===== config.mk =====
export PLATFORM = sky130hd
export DESIGN_NAME = led_blink_sequencer
export DESIGN_NICKNAME = d
export VERILOG_FILES = /design/src/rtl/led_seq_pkg.sv /design/src/rtl/led_blink_sequencer_button_debounce.sv /design/src/rtl/led_blink_sequencer.sv
export SDC_FILE = /design/constraint.sdc
export NUM_CORES = 1
export LEC_CHECK = 0
export ABC_AREA = 1
export CAP_MARGIN = 20
export CORE_ASPECT_RATIO = 2
export CORE_MARGIN = 2
export CORE_UTILIZATION = 50
export CTS_CLUSTER_DIAMETER = 200
export CTS_CLUSTER_SIZE = 14
export DETAILED_ROUTE_END_ITERATION = 10
export PLACE_DENSITY = 0.7
export SLEW_MARGIN = 25
export SYNTH_ARGS = -nofsm -noshare
export SYNTH_HDL_FRONTEND = slang
export SYNTH_HIERARCHICAL = 1
export SYNTH_SLANG_ARGS = --single-unit

===== constraint.sdc =====
create_clock -name i_clock -period 2.2 [get_ports i_clock]
set_input_delay 0.44 -clock i_clock [delete_from_list [all_inputs] [get_ports i_clock]]
set_output_delay 0.44 -clock i_clock [all_outputs]
set_load 0.02 [all_outputs]

===== src/rtl/led_seq_pkg.sv =====
// Shared types and constants for the LED blink-rate sequencer.
package led_seq_pkg;

  localparam int IDX_W = 2;

  typedef enum logic [1:0] {
    ST_OFF    = 2'd0,
    ST_MANUAL = 2'd1,
    ST_AUTO   = 2'd2
  } state_t;

  // Rate codes as understood by the downstream blink block ({switch_1, switch_2}).
  localparam logic [IDX_W-1:0] RATE_100HZ = 2'd0;
  localparam logic [IDX_W-1:0] RATE_50HZ  = 2'd1;
  localparam logic [IDX_W-1:0] RATE_10HZ  = 2'd2;
  localparam logic [IDX_W-1:0] RATE_1HZ   = 2'd3;

endpackage


===== src/rtl/led_blink_sequencer_button_debounce.sv =====
// Push-button conditioner: two-flop synchroniser, stability counter,
// debounced level and a one-cycle pulse on each accepted rising edge.
module button_debounce #(
  parameter int DEBOUNCE_CYCLES = 250
) (
  input  logic clk,
  input  logic rst_n,
  input  logic button,
  output logic level,
  output logic press
);

  localparam int CNT_W = (DEBOUNCE_CYCLES > 1) ? $clog2(DEBOUNCE_CYCLES) : 1;
  localparam logic [CNT_W-1:0] CNT_LAST = CNT_W'(DEBOUNCE_CYCLES - 1);

  logic             sync_p0;
  logic             sync_p1;
  logic [CNT_W-1:0] cnt;
  logic             accept;

  // The new value has now been seen on DEBOUNCE_CYCLES consecutive samples.
  assign accept = (sync_p1 != level) && (cnt == CNT_LAST);

  // Bring the raw button into the clock domain.
  always_ff @(posedge clk or negedge rst_n) begin
    if (!rst_n) begin
      sync_p0 <= 1'b0;
      sync_p1 <= 1'b0;
    end else begin
      sync_p0 <= button;
      sync_p1 <= sync_p0;
    end
  end

  // Count consecutive disagreeing samples; any agreeing sample restarts the count.
  always_ff @(posedge clk or negedge rst_n) begin
    if (!rst_n) begin
      cnt   <= '0;
      level <= 1'b0;
      press <= 1'b0;
    end else begin
      press <= accept & sync_p1;
      if (sync_p1 == level) begin
        cnt <= '0;
      end else if (accept) begin
        level <= sync_p1;
        cnt   <= '0;
      end else begin
        cnt <= cnt + CNT_W'(1);
      end
    end
  end

endmodule


===== src/rtl/led_blink_sequencer.sv =====
// Rate-select controller in front of the LED blink block.
// Manual mode passes the board switches through; auto mode walks the rate
// codes on a dwell timer, with a debounced button forcing an early step.
// Define LED_SEQ_PINGPONG_EN for 0,1,2,3,2,1,0,... ordering instead of wrap.
module led_blink_sequencer
  import led_seq_pkg::*;
#(
  parameter int DWELL_CYCLES    = 5000,
  parameter int DEBOUNCE_CYCLES = 250
) (
  input  logic             i_clock,
  input  logic             i_reset_n,
  input  logic             i_enable,
  input  logic             i_auto,
  input  logic             i_step_button,
  input  logic             i_switch_1,
  input  logic             i_switch_2,
  output logic             o_enable,
  output logic             o_switch_1,
  output logic             o_switch_2,
  output logic [IDX_W-1:0] o_sel_index,
  output logic             o_step_pulse
);

  localparam int CNT_W = (DWELL_CYCLES > 1) ? $clog2(DWELL_CYCLES) : 1;
  localparam logic [CNT_W-1:0] DWELL_LAST = CNT_W'(DWELL_CYCLES - 1);

  logic             en_p0, en_p1;
  logic             auto_p0, auto_p1;
  logic [IDX_W-1:0] sw_p0, sw_p1;

  state_t           state_q, state_d;
  logic [IDX_W-1:0] idx_q, step_idx;
  logic [CNT_W-1:0] cnt_q;
  logic             enable_q, enable_d;
  logic             pulse_q;
  logic             advance;
  logic             press;
  logic             btn_level;

  button_debounce #(
    .DEBOUNCE_CYCLES(DEBOUNCE_CYCLES)
  ) u_debounce (
    .clk   (i_clock),
    .rst_n (i_reset_n),
    .button(i_step_button),
    .level (btn_level),
    .press (press)
  );

  // Two-flop synchronisers for the slow board controls.
  always_ff @(posedge i_clock or negedge i_reset_n) begin
    if (!i_reset_n) begin
      en_p0   <= 1'b0;
      en_p1   <= 1'b0;
      auto_p0 <= 1'b0;
      auto_p1 <= 1'b0;
      sw_p0   <= '0;
      sw_p1   <= '0;
    end else begin
      en_p0   <= i_enable;
      en_p1   <= en_p0;
      auto_p0 <= i_auto;
      auto_p1 <= auto_p0;
      sw_p0   <= {i_switch_1, i_switch_2};
      sw_p1   <= sw_p0;
    end
  end

`ifdef LED_SEQ_PINGPONG_EN
  logic dir_up_q;
  logic going_up;

  // Bounce off both ends; in between, keep the stored direction.
  always_comb begin
    going_up = (idx_q == RATE_100HZ) || ((idx_q != RATE_1HZ) && dir_up_q);
    step_idx = going_up ? (idx_q + IDX_W'(1)) : (idx_q - IDX_W'(1));
  end

  // Remember the direction of travel across advances.
  always_ff @(posedge i_clock or negedge i_reset_n) begin
    if (!i_reset_n) begin
      dir_up_q <= 1'b1;
    end else if (advance) begin
      if (step_idx == RATE_1HZ)        dir_up_q <= 1'b0;
      else if (step_idx == RATE_100HZ) dir_up_q <= 1'b1;
      else                             dir_up_q <= going_up;
    end
  end
`else
  // Plain wrap-around ordering.
  always_comb begin
    step_idx = idx_q + IDX_W'(1);
  end
`endif

  // Mode state register.
  always_ff @(posedge i_clock or negedge i_reset_n) begin
    if (!i_reset_n) state_q <= ST_OFF;
    else            state_q <= state_d;
  end

  // Next mode from the synchronised controls, plus the advance decision.
  // The entry cycle into AUTO only restarts the dwell, it never advances.
  always_comb begin
    state_d = state_q;
    if (!en_p1)        state_d = ST_OFF;
    else if (!auto_p1) state_d = ST_MANUAL;
    else               state_d = ST_AUTO;
    enable_d = (state_d != ST_OFF);
    advance  = (state_d == ST_AUTO) && (state_q == ST_AUTO) &&
               (press || (cnt_q == DWELL_LAST));
  end

  // Index, dwell counter and registered outputs.
  always_ff @(posedge i_clock or negedge i_reset_n) begin
    if (!i_reset_n) begin
      idx_q    <= RATE_100HZ;
      cnt_q    <= '0;
      enable_q <= 1'b0;
      pulse_q  <= 1'b0;
    end else begin
      enable_q <= enable_d;
      pulse_q  <= advance;
      case (state_d)
        ST_MANUAL: begin
          idx_q <= sw_p1;
          cnt_q <= '0;
        end
        ST_AUTO: begin
          if (state_q != ST_AUTO) begin
            cnt_q <= '0;
          end else if (advance) begin
            idx_q <= step_idx;
            cnt_q <= '0;
          end else begin
            cnt_q <= cnt_q + CNT_W'(1);
          end
        end
        default: cnt_q <= '0;
      endcase
    end
  end

  assign o_enable     = enable_q;
  assign o_sel_index  = idx_q;
  assign o_switch_1   = idx_q[1];
  assign o_switch_2   = idx_q[0];
  assign o_step_pulse = pulse_q;

endmodule


==> results summary <==
The remaining design rule violation count is 0. The worst relative slew slack is 44.6%. The post-detailed-route wirelength per cell came out at 12.6 µm. The setup slack of the most critical reg-to-reg path is 730 ps.

TritonCTS built the clock tree. The combined buffer and inverter count along the critical path came out at 1. The synthesis warning total came out at 6. The repair_antennas step left the layout with diodes totalling 0.

The number of gates resized after cts came out at 0. The compound-cell area share of the yosys netlist is 4.38%. Among cell families on the critical path, the largest total delay comes from buffers and inverters. After clock tree synthesis, the clock-pin slew on the worst setup and hold paths is 80 ps.

The maximum fanout encountered on the critical timing path came out at 6. The fraction of synthesized area in multiplexers is 0%. In this run the remaining antenna-violating nets after routing total 0. STA classifies the critical path startpoint as a flop. The share of the synthesized area in the top cell type is 55.1%. The type of the setup path with the least slack is reg2out. The global-route congestion overflow total is 0. The count of endpoints failing setup in the final report came out at 0. The post-synthesis simple-gate area fraction is 28.3%. The hold buffer count at cts came out at 0.

The sequential area share after synthesis came out at 55.1%. The cell count after synthesis came out at 195. The number of clock buffers added by TritonCTS is 5. The mean instance size in the synthesized netlist is 9.09 µm². The first global-routing pass estimated 5130 µm of wire.

The maximum operating frequency came out at 0.561 GHz. IR analysis of the VDD net gives a maximum drop of 0.540 mV. CTS placed an instance of clkbuf_8 at the clock tree root. By instance count, the leading cell after synthesis is nand2_1. The origin of the critical flop-to-flop path is cnt_q[5]$_DFF_PN0_. The maximum clock path buffer count is 2.

The adder and majority cell fraction of the synthesized area came out at 2.82%. The total die area is 4060 µm². The initial antenna violation count is 0. The shortest period the worst path allows came out at 1780 ps. For this design the static power due to leakage is 0.000907 µW. The worst hold path belongs to the class in2async. The die extent in y came out at 88.2 µm. The number of unique standard cell types used by synthesis came out at 24.

After synthesis, the largest family of logic cells by area is simple AND/OR/NAND/NOR gates. The via count of the first global-routing pass came out at 1,276. Synthesis inferred 39 register bits. The global placement routability congestion is 0.856. At the pin with the least slew margin, the transition time is 832 ps. The critical path goes through clkdlybuf4s50_1.

The total routing resource utilization after global routing is 18.4%. The number of violations reported at the end of detailed-routing iteration 0 came out at 14. The synthesized-area fraction occupied by xor and xnor cells is 2.97%.

The net count of the finished layout is 222. The most area-hungry cell type in the Yosys netlist is dfrtp_1. The number of setup buffers added after CTS is 0. The final sum of negative setup slack came out at 0 ps. The max-capacitance violation count came out at 0. The count of endpoints failing hold in the final timing report came out at 0. The area of the core came out at 3380 µm². Detailed placement finished with a half-perimeter wire length of 2330 µm. The signal arrival time at the worst endpoint came out at 1340 ps. The TritonCTS sink count is 39. The worst register-to-register path ends at cnt_q[4]$_DFF_PN0_.

For this run, the share of the core covered by cells in the final layout is 59.1%. Across the routed clock network, the largest skew measured is 4.85 ps. The number of nets in the synthesized netlist came out at 206.

The summed instance area of the synthesized netlist is 1770 µm². The number of placed I/O pins came out at 13. The share of flip-flops with an asynchronous set or reset is 100%. The number of enable-type register cells in the synthesized netlist is 0.

Yosys attributes the largest share of cell area to dfrtp_1, nand2_1, nor2_1. The max-slew violation count is 0. The ratio of routed vias to standard cells came out at 5.22. The flow ran to the end, and the final reports show no timing, DRC or antenna violations. The delay of the slowest critical-path stage is 630 ps. The number of levels in the clock H-tree came out at 2. In the synthesized netlist the dominant register cell turns out to be dfrtp_1. The number of rows in the core area came out at 30. Before antenna repair, the detailed router went through 4 iterations. The count of cells along the worst register-to-register path came out at 8.

Port buffering added 12 buffers. After layout, the worst path uses 81.1% of the clock period. Cells with a size suffix above 1 make up 13.2% of the layout.

The aggregate routed wire length came out at 3080 µm. For this design, the slowest cell found on the critical path is clkdlybuf4s50_1. The required time at the endpoint of the critical path is 1760 ps.

Setup repair after global routing left no endpoint under its margin. Compared with the post-synthesis result, the final layout area differs by 12.7%. By count the netlist is led by nand2_1, dfrtp_1, nor2_1, inv_1, nand3_1. For the worst-skew pair, the clock arrives at the later sink with an insertion delay of 300 ps. In this run the horizontal extent of the chip is 46.1 µm. The type of destination of the critical path is an output port. The initial core utilization is 52.4%. The power per unit of standard cell area came out at 693 nW/µm².

The largest net degree at the start of global routing is 40. The total number of vias is 1,274.
## cells in the final DEF (no fill, tap or decap)
master / instances
clkinv_2: 1
buf_2: 1
clkdlybuf4s50_1: 11
nand3_4: 1
xnor2_1: 1
xor2_1: 5
o21bai_1: 3
ha_1: 4
nand2_1: 42
inv_2: 2
nor2_4: 1
dfrtp_1: 39
nand2_2: 3
nand2_4: 1
o21ai_0: 4
nor3_2: 3
inv_6: 1
nor2_1: 31
nor2_2: 4
clkbuf_8: 5
inv_1: 21
a21oi_1: 4
nand3_1: 11
nand4_1: 3
nor3_1: 2
o21ai_1: 3
nand3_2: 3
clkinvlp_4: 2
## metal layers
layer | track usage (%) | vias to the layer above | wire (µm)
met4 | 13.8 | 0 | 129
li1 | - | 642 | -
met1 | 15.4 | 606 | 1130
met3 | 5.77 | 12 | 74
met2 | 32.8 | 14 | 1750
met5 | 0 | - | 0
## report_power, final
part | switching (µW) | leakage [µW] | internal (µW)
combinational | 69.4 | 0.000355 | 53.9
clock | 272 | 0.0000408 | 226
sequential | 20.8 | 0.000512 | 742
total | 362 | 0.000907 | 1020
## kinds of logic after synthesis
kind of cell / Yosys count
buffers and inverters: 27
adders and majority gates: 4
and+or+nand+nor: 105
DFF: 39
xor gates and xnor gates: 6
AOI/OAI and AO/OA: 14
## registers in the layout (all words and copies together) (netlist names)
register	count
sw_p0	2
cnt_q	13
u_debounce/sync_p1	1
o_sel_index	2
auto_p0	1
o_enable	1
auto_p1	1
state_q	2
o_step_pulse	1
en_p0	1
u_debounce/level	1
sw_p1	2
u_debounce/cnt	8
en_p1	1
u_debounce/sync_p0	1
u_debounce/press	1
## worst register-to-register path: stages, from the launching register on
cell      delay, ps
dfrtp_1         420
inv_1           140
nand2_1          80
nor2_1          170
nand3_2         130
nand3_4         140
clkinv_2        120
o21ai_1         100
a21oi_1          50
## how the worst max path moves through the flow
stage	start	end	slack, ps	cells after the start
5_1_grt	o_sel_index[1]$_DFFE_PN0P_	o_sel_index[1]	330	1
6_report	o_sel_index[0]$_DFFE_PN0P_	o_switch_2	420	1
3_3_place_gp	o_sel_index[0]$_DFFE_PN0P_	o_switch_2	760	1
4_1_cts	o_sel_index[1]$_DFFE_PN0P_	o_switch_1	400	1
2_1_floorplan	cnt_q[0]$_DFF_PN0_	cnt_q[10]$_DFF_PN0_	900	7
3_5_place_dp	o_sel_index[1]$_DFFE_PN0P_	o_switch_1	730	1
## metrics by stage
stage          std cells  hold WS (ps)  setup slack [ps]  power [µW]  instance area (µm²)
6_report             244           228               417        1380                 2000
4_1_cts              244           253               400        1400                 2000
2_1_floorplan        195           144               896         845                 1770
5_1_grt              244           299               334        1460                 2000
3_3_place_gp         236           335               757         898                 1900
3_5_place_dp         236           335               733         903                 1900
## layout make-up
| type | instances | area [µm²] |
|---|---|---|
| fill | 302 | 1380 |
| clock buffer | 5 | 68.8 |
| inverter | 24 | 91.3 |
| tap | 32 | 40.0 |
| timing repair buffer | 12 | 115 |
| clock inverter | 3 | 23.8 |
| multi-input combinational | 129 | 682 |
| sequential | 39 | 976 |
Power figures use the tool's default switching activity.
